===== src/rtl/dma_arbiter.sv =====
// Round-robin arbiter that hands one requester's DMA descriptor at a time to a single DMA engine.
// Each transfer is supervised by a WAIT-state timeout that aborts the transfer with an error.
module dma_arbiter #(
    parameter int NUM_REQ = 4,
    parameter int ADDR_W  = 32,
    parameter int LEN_W   = 16,
    parameter int TIMEOUT = 4096
) (
    input  logic                       clk,
    input  logic                       rst_n,
    input  logic [NUM_REQ-1:0]         req_valid,
    input  logic [NUM_REQ*ADDR_W-1:0]  req_addr,
    input  logic [NUM_REQ*LEN_W-1:0]   req_len,
    input  logic [NUM_REQ-1:0]         req_dir,
    output logic [NUM_REQ-1:0]         req_grant,
    output logic [NUM_REQ-1:0]         req_done,
    output logic [NUM_REQ-1:0]         req_err,
    output logic                       dma_cmd_valid,
    input  logic                       dma_cmd_ready,
    output logic [ADDR_W-1:0]          dma_addr,
    output logic [LEN_W-1:0]           dma_len,
    output logic                       dma_dir,
    input  logic                       dma_done,
    output logic                       dma_busy,
    output logic                       timeout_err
);

    // state | meaning
    // IDLE  | no transfer; arbitrate and capture a descriptor when any request is valid
    // ISSUE | command presented to the DMA, descriptor held until dma_cmd_ready
    // WAIT  | command accepted; wait for dma_done or the timeout terminal count

    localparam int IDX_W = (NUM_REQ > 1) ? $clog2(NUM_REQ) : 1;
    localparam int CNT_W = (TIMEOUT > 1) ? $clog2(TIMEOUT) : 1;
    localparam logic [CNT_W-1:0] CNT_TERM = CNT_W'(TIMEOUT - 1);

    typedef enum logic [1:0] {
        IDLE  = 2'd0,
        ISSUE = 2'd1,
        WAIT  = 2'd2
    } state_t;

    state_t              state_q, state_d;
    logic [IDX_W-1:0]    owner_q, owner_d;
    logic [IDX_W-1:0]    last_q, last_d;
    logic [CNT_W-1:0]    cnt_q, cnt_d;
    logic [ADDR_W-1:0]   addr_q, addr_d;
    logic [LEN_W-1:0]    len_q, len_d;
    logic                dir_q, dir_d;
    logic [NUM_REQ-1:0]  done_q, done_d;
    logic [NUM_REQ-1:0]  err_q, err_d;
    logic                tout_q, tout_d;

    logic                found;
    logic [IDX_W-1:0]    win;
    logic [IDX_W-1:0]    cand;
    logic [NUM_REQ-1:0]  grant;

    // Search starts one past the previous owner so a requester that stays valid
    // cannot win twice in a row while anyone else is waiting.
    always_comb begin
        found = 1'b0;
        win   = last_q;
        cand  = last_q;
        for (int i = 1; i <= NUM_REQ; i++) begin
            cand = IDX_W'((int'(last_q) + i) % NUM_REQ);
            if (!found && req_valid[cand]) begin
                found = 1'b1;
                win   = cand;
            end
        end
    end

    always_comb begin
        state_d = state_q;
        owner_d = owner_q;
        last_d  = last_q;
        cnt_d   = cnt_q;
        addr_d  = addr_q;
        len_d   = len_q;
        dir_d   = dir_q;
        done_d  = '0;
        err_d   = '0;
        tout_d  = tout_q;
        grant   = '0;

        case (state_q)
            IDLE: begin
                if (found) begin
                    grant   = NUM_REQ'(1) << win;
                    owner_d = win;
                    addr_d  = req_addr[win*ADDR_W +: ADDR_W];
                    len_d   = req_len[win*LEN_W +: LEN_W];
                    dir_d   = req_dir[win];
                    state_d = ISSUE;
                end
            end
            ISSUE: begin
                if (dma_cmd_ready) begin
                    cnt_d   = '0;
                    state_d = WAIT;
                end
            end
            WAIT: begin
                // dma_done takes priority over a coincident terminal count.
                if (dma_done) begin
                    done_d[owner_q] = 1'b1;
                    last_d          = owner_q;
                    state_d         = IDLE;
                end else if (cnt_q == CNT_TERM) begin
                    done_d[owner_q] = 1'b1;
                    err_d[owner_q]  = 1'b1;
                    tout_d          = 1'b1;
                    last_d          = owner_q;
                    state_d         = IDLE;
                end else begin
                    cnt_d = cnt_q + 1'b1;
                end
            end
            default: state_d = IDLE;
        endcase
    end

    always_ff @(posedge clk or negedge rst_n) begin
        if (!rst_n) begin
            state_q <= IDLE;
            owner_q <= '0;
            last_q  <= IDX_W'(NUM_REQ - 1);
            cnt_q   <= '0;
            addr_q  <= '0;
            len_q   <= '0;
            dir_q   <= 1'b0;
            done_q  <= '0;
            err_q   <= '0;
            tout_q  <= 1'b0;
        end else begin
            state_q <= state_d;
            owner_q <= owner_d;
            last_q  <= last_d;
            cnt_q   <= cnt_d;
            addr_q  <= addr_d;
            len_q   <= len_d;
            dir_q   <= dir_d;
            done_q  <= done_d;
            err_q   <= err_d;
            tout_q  <= tout_d;
        end
    end

    // Grant is combinational so the requester sees it in the capture cycle; masked while in reset.
    assign req_grant     = grant & {NUM_REQ{rst_n}};
    assign req_done      = done_q;
    assign req_err       = err_q;
    assign dma_cmd_valid = (state_q == ISSUE);
    assign dma_busy      = (state_q != IDLE);
    assign dma_addr      = addr_q;
    assign dma_len       = len_q;
    assign dma_dir       = dir_q;
    assign timeout_err   = tout_q;

endmodule


===== config.mk =====
export PLATFORM = sky130hd
export DESIGN_NAME = dma_arbiter
export DESIGN_NICKNAME = d
export VERILOG_FILES = /design/src/rtl/dma_arbiter.sv
export SDC_FILE = /design/constraint.sdc
export NUM_CORES = 1
export LEC_CHECK = 0
export ABC_AREA = 1
export BUFFER_PORTS_ARGS = -buffer_cell sky130_fd_sc_hd__buf_2
export CAP_MARGIN = 20
export CORE_MARGIN = 5
export CORE_UTILIZATION = 25
export CTS_CLUSTER_SIZE = 8
export DETAILED_ROUTE_END_ITERATION = 10
export SYNTH_ARGS = -nofsm -noshare
export SYNTH_HDL_FRONTEND = slang
export SYNTH_SLANG_ARGS = --single-unit

===== constraint.sdc =====
create_clock -name clk -period 2.5 [get_ports clk]
set_input_delay 0.5 -clock clk [delete_from_list [all_inputs] [get_ports clk]]
set_output_delay 0.5 -clock clk [all_outputs]
set_load 0.01 [all_outputs]

# Word level (Yosys, flattened, before mapping)
# Index checks and enable logic that the tools add are counted.
[op_classes]
addsub = 5
n_lt_le_gt_ge = 7
eq_ne = 8
shifts = 3
mux = 38
bitwise_logic = 2
reduce_logical = 16
[op_table]
columns = ["cell", "count"]
rows = [
  ["128-bit by 8-bit variable part select with 32-bit output", 1],
  ["64-bit by 7-bit variable part select with 16-bit output", 1],
  ["12-bit 2-to-1 mux", 3],
  ["4-bit 2-to-1 mux", 7],
  ["12-bit case mux with 2 select lines", 1],
  ["2-bit 2-to-1 mux", 10],
  ["2-bit by 3-bit < comparator with 1-bit output (second input constant)", 6],
  ["12-bit by 1-bit adder with 12-bit output (second input constant)", 1],
  ["12-bit equality test (second input constant)", 1],
  ["1-bit binary-select mux with 2-bit select", 5],
  ["1-bit 2-to-1 mux", 10],
  ["2-bit != test (second input constant)", 3],
  ["2-bit case mux with 3 select lines", 1],
  ["3-bit AND reduction", 2],
  ["2-bit nonzero test", 3],
  ["2-bit by 1-bit adder with 2-bit output (second input constant)", 2],
  ["2-bit adder (second input constant)", 2],
  ["4-bit bitwise AND", 1],
  ["1-bit logical AND", 4],
  ["2-bit AND reduction", 2],
  ["4-bit AND reduction", 1],
  ["1-bit by 2-bit left shift with 4-bit output (first input constant)", 1],
  ["1-bit zero test", 3],
  ["3-bit != test (second input constant)", 1],
  ["7 further kinds", 7],
]
[totals]
register_bits = 76
in_bits = 204
out_inout_bits = 64
elab_cells = 89

# Logic depth before layout (Yosys ltp)
[depth]
depth_word = 17
mapped_depth = 16

# Worst setup path after synthesis
# Ideal clock, no wire load.
[synth_timing]
kind = "register to output"
from = "register last_q[0]"
to = "output port req_grant[1]"
t_arrival_ns = 1.721
required_time_ns = 2.000
setup_slack_ns = 0.279
stages_incl_launch_ff = 13
path_cell_list = "dfstp_2 > buf_6 > inv_8 > nand2_1 > nand3_1 > nand2_4 > nand2_4 > nand2_4 > nand2_4 > nand2_2 > buf_2 > nand3_1 > nor2_1"
[synth_between]
elab_chain_cells = 17
word_cells_on_any_way = 30
cone_classes = "4 x add/sub; 1 x shift; 18 x mux; 1 x bitwise; 6 x reduce/logical"
[synth_rtl]
columns = ["item", "line_no", "rtl"]
rows = [
  ["start, declared", "45", "logic [IDX_W-1:0] last_q, last_d;"],
  ["start signal, assigned", "128", "last_q <= IDX_W'(NUM_REQ - 1);"],
  ["start signal, assigned", "139", "last_q <= last_d;"],
  ["2-bit by 1-bit adder with 2-bit output", "66", "cand = IDX_W'((int'(last_q) + i) % NUM_REQ);"],
  ["1-bit binary-select mux with 2-bit select", "67", "if (!found && req_valid[cand]) begin"],
  ["1-bit 2-to-1 mux (not written as such)", "67", ""],
  ["1-bit 2-to-1 mux", "67", ""],
  ["1-bit zero test", "67", ""],
  ["1-bit logical AND", "67", ""],
  ["1-bit 2-to-1 mux", "67", ""],
  ["1-bit zero test", "67", ""],
  ["1-bit logical AND", "67", ""],
  ["1-bit 2-to-1 mux", "67", ""],
  ["1-bit zero test", "67", ""],
  ["1-bit logical AND", "67", ""],
  ["2-bit 2-to-1 mux", "67", ""],
  ["1-bit by 2-bit left shift with 4-bit output", "90", "grant = NUM_REQ'(1) << win;"],
  ["4-bit 2-to-1 mux (*)", "89", "if (found) begin"],
  ["4-bit 2-to-1 mux (*)", "87", "case (state_q)"],
  ["4-bit bitwise AND (*)", "151", "assign req_grant = grant & {NUM_REQ{rst_n}};"],
  ["end, declared", "15", "output logic [NUM_REQ-1:0] req_grant,"],
]
# Every way passes the cells marked *; elsewhere a longest branch is shown, timed or not. The select of a mux whose other input is x is not followed.

# Final worst setup path
[layout_timing]
from = "register last_q[1]"
to = "output port req_grant[1]"
# Same word-level chain as after synthesis.

==> reports/metrics.yaml <==
drt:
  ant_nets: 0
  vias_per_cell: 4.53
  vias: 6489
  drt-total-wl_um: 20600
  route.detailed.drc: 0
  firstDrtPassIters: 5
  drt_iter0_drc: 279
  routedWlPerCell_um: 14.4
grt:
  track_usage_pct: 15.8
  grtUsageMet3_pct: 4.39
  overflow: 0
  grt_first_pass_wirelength_um: 33000
  grt_max_degree: 55
  antenna_found_initial: 0
  gr-usage-met1_pct: 19.4
  grt_pass1_vias: 6326
  met2_usage_pct: 27.1
  grt_busiest_layer: "met2"
critical_path:
  cp_num_cells: 12
  crit_path_start_kind: "flop"
  regToRegSetupSlack_ps: 150
  reg2reg_depth: 15
  critPathMaxFanout: 7
  required_ps: 2000
  crit_chain: "inv_2 -> nand2_2 -> nand2_4 -> nand2_4 -> nand2_4 -> nor2_1 -> nand2_1 -> nand2_1 -> nand2_1 -> nand2_2 -> nor2_1 -> buf_4"
  crit_path_end_kind: "output port"
  slowest_stage: "dfstp_2"
  path_delay_family: "simple AND/OR/NAND/NOR gates"
  cp.arrival_ps: 2070
  critPathKind: "reg -> out"
  path_buf_inv: 2
  slowest_delay_ps: 630
layout:
  syn_to_final_growth_pct: 38.2
  regArea_mm2: 0.00191
  utilization_pct: 34.7
  nets: 1347
  multi_input_area_mm2: 0.00314
  fillers: 2431
  antenna_cells: 0
  drive_gt1_share_pct: 32.3
placement:
  portBuffers: 267
  gp_congestion: 0.863
  dp_hpwl_um: 15200
cts:
  htree_levels: 3
  clk_pin_slew_ps: 60
  cts_buffers: 9
  ctsHoldBuffers: 0
  cts_tree: "built"
  insertion_delay_ps: 340
  root_buffer: "clkbuf_16"
  clockBufferDepth: 2
  cts.sinks: 76
timing:
  tightest_slew_ps: 666
  rsz0062_at_grt: "true"
  fin_ws_ps: -68.5
  tns_ps: -219
  setup_viol: 4
  hold_violations: 0
  clock.fmax_ghz: 0.389
  fin_skew_ps: 6.98
  final-max-slew-violation-count: 0
  holdWs_ps: 229
  min_period_ps: 2570
  finalCritPeriodShare_pct: 103
  slew_headroom_pct: 55.6
synth:
  ys_types: 29
  syn_nets: 1095
  synth_top_area_share_pct: 32.9
  syn-cell-area_mm2: 0.00564
  synth_top_area_cell: "dfrtp_1"
  synth-seq-cells: 76
  yosysSeqAreaShare_pct: 33.8
  ys_warn_count: 0
  synth_cells: 890
  netlist_top_cells_area: "dfrtp_1, nand2_1, nand3_1"
  syn_avg_cell_area_um2: 6.33
outcome:
  status: "finished, violations left"
  violations: "negative setup slack"
die:
  dieWidth_um: 160
  die-area_mm2: 0.0256
  start_util_pct: 25.1
  coreArea_mm2: 0.0224
  rows: 55
  io_pins: 268
  die_h_um: 160
pwr:
  power.density_mw_per_mm2: 1610
  power.leakage_nw: 4.59
  pwr-share-comb_pct: 71.1
  power_w: 0.0126
  netSwitchingPower_w: 0.00679
  p_int_w: 0.00577
  irDropWorstVdd_mv: 1.48
  p_seq_share_pct: 16.7
  switching_share_pct: 54.1
  p_clk_share_pct: 12.2
flow_run:
  drv_cap: 0
min_path:
  hp-class: "in -> async"
## power by group through the flow
stage / Clock (W) / Sequential (W) / Combinational (W)
after floorplan: 0 / 0.00223 / 0.00611
after detailed placement: 0 / 0.00210 / 0.00858
final: 0.00153 / 0.00209 / 0.00893
after global routing: 0.00165 / 0.00215 / 0.0101
after global placement: 0 / 0.00209 / 0.00846
after CTS: 0.00159 / 0.00208 / 0.00889
## routing by layer
metal	vias to the layer above	part of all wire, %	wire, µm
met5	-	0	0
met2	205	49	9990
met3	25	7.4	1520
li1	3279	-	-
met1	2980	42	8680
met4	0	1.9	391
## worst reg2reg max path, stage by stage, from the launching register on
cell     delay (ps)
dfstp_2         630
inv_2           140
nand2_2         100
nand2_4          60
nand2_4          80
nand2_4          80
nor2_1          100
nand2_1         100
nand2_1          90
nand2_1          60
nand2_2         100
buf_4           130
buf_4           270
nand2_1         110
nand3_1         130
nand2_1          70
## registers in the layout (all words and copies together), names as in the netlist
register and count:
req_err 4, dma_dir 1, state_q 2, timeout_err 1, req_done 4, dma_len 16, cnt_q 12, dma_addr 32
last_q 2, owner_q 2
## cells in the mapped netlist
cell type and instances:
clkbuf_1 10, xor2_1 6, o21bai_1 1, inv_2 2
nand2_1 346, inv_6 1, inv_8 1, ha_1 1
inv_1 116, nand3_1 202, dfstp_2 2, nand3_2 12
nand2_4 6, nand3_4 2, nor2_1 18, o21ai_0 12
dfrtp_1 74, buf_8 1, xnor2_1 1, a21oi_1 1
nand2_2 11, clkinv_1 1, buf_4 10, nand4_1 4
buf_6 6, o31ai_1 5, buf_2 26, or2_2 2
nor3_1 10
## logic make-up (layout without fill, tap and decap cells)
family                     count (synthesis)  after routing  synth area share, %
xor gates and xnor gates                   7              7                 1.09
and+or+nand+nor                          613            613                 48.9
DFF                                       76             76                 33.8
buffers and inverters                    174            431                 14.1
adders and majority gates                  1              1                0.222
AOI/OAI and AO/OA                         19             19                 1.95
## layout make-up
type | count | area share, %
clock buffers | 12 | 3.29
well taps | 285 | 4.58
repair buffers | 294 | 20.1
clock inverters | 4 | 1.22
flip-flops and latches | 76 | 24.5
inverters | 121 | 5.99
multi-input cells | 640 | 40.3
## stage by stage
| stage | worst slack [ps] | cells | area, µm² |
|---|---|---|---|
| after floorplan | 279 | 890 | 5640 |
| after global placement | 181 | 1411 | 7170 |
| after detailed placement | 95.9 | 1411 | 7170 |
| after CTS | -52.4 | 1432 | 7650 |
| after global routing | -202 | 1432 | 7790 |
| final | -68.5 | 1432 | 7790 |
## cells in the final DEF, fill, tap and decap left out, drive strengths merged
cell	Yosys	layout
buf	43	294
nand2	363	363
clkinv	1	1
inv	120	121
xor2	6	6
nand3	216	216
dfstp	2	2
ha	1	1
o21ai	12	12
or2	2	2
o21bai	1	1
dfrtp	74	74
a21oi	1	1
clkbuf	10	12
nor3	10	10
nor2	18	18
nand4	4	4
o31ai	5	5
xnor2	1	1
bufinv	0	3
## worst paths after layout
path	start	to
hold reg to reg	dma_addr[4]	dma_addr[4]
setup reg to reg	last_q[1]	dma_addr[24]
min in group clk	dma_cmd_ready	state_q[0]
hold / removal	rst_n	dma_addr[27]
max in group asynchronous	rst_n	dma_addr[2]
setup / recovery	last_q[1]	req_grant[1]
## what timing repair did
action / in CTS / in global routing
buffers inserted: 5 / 0
setup endpoints to repair: 4 / 44
pin swaps: 14 / 9
gates resized for setup: 21 / 29
(Power assumes the default switching activity.)
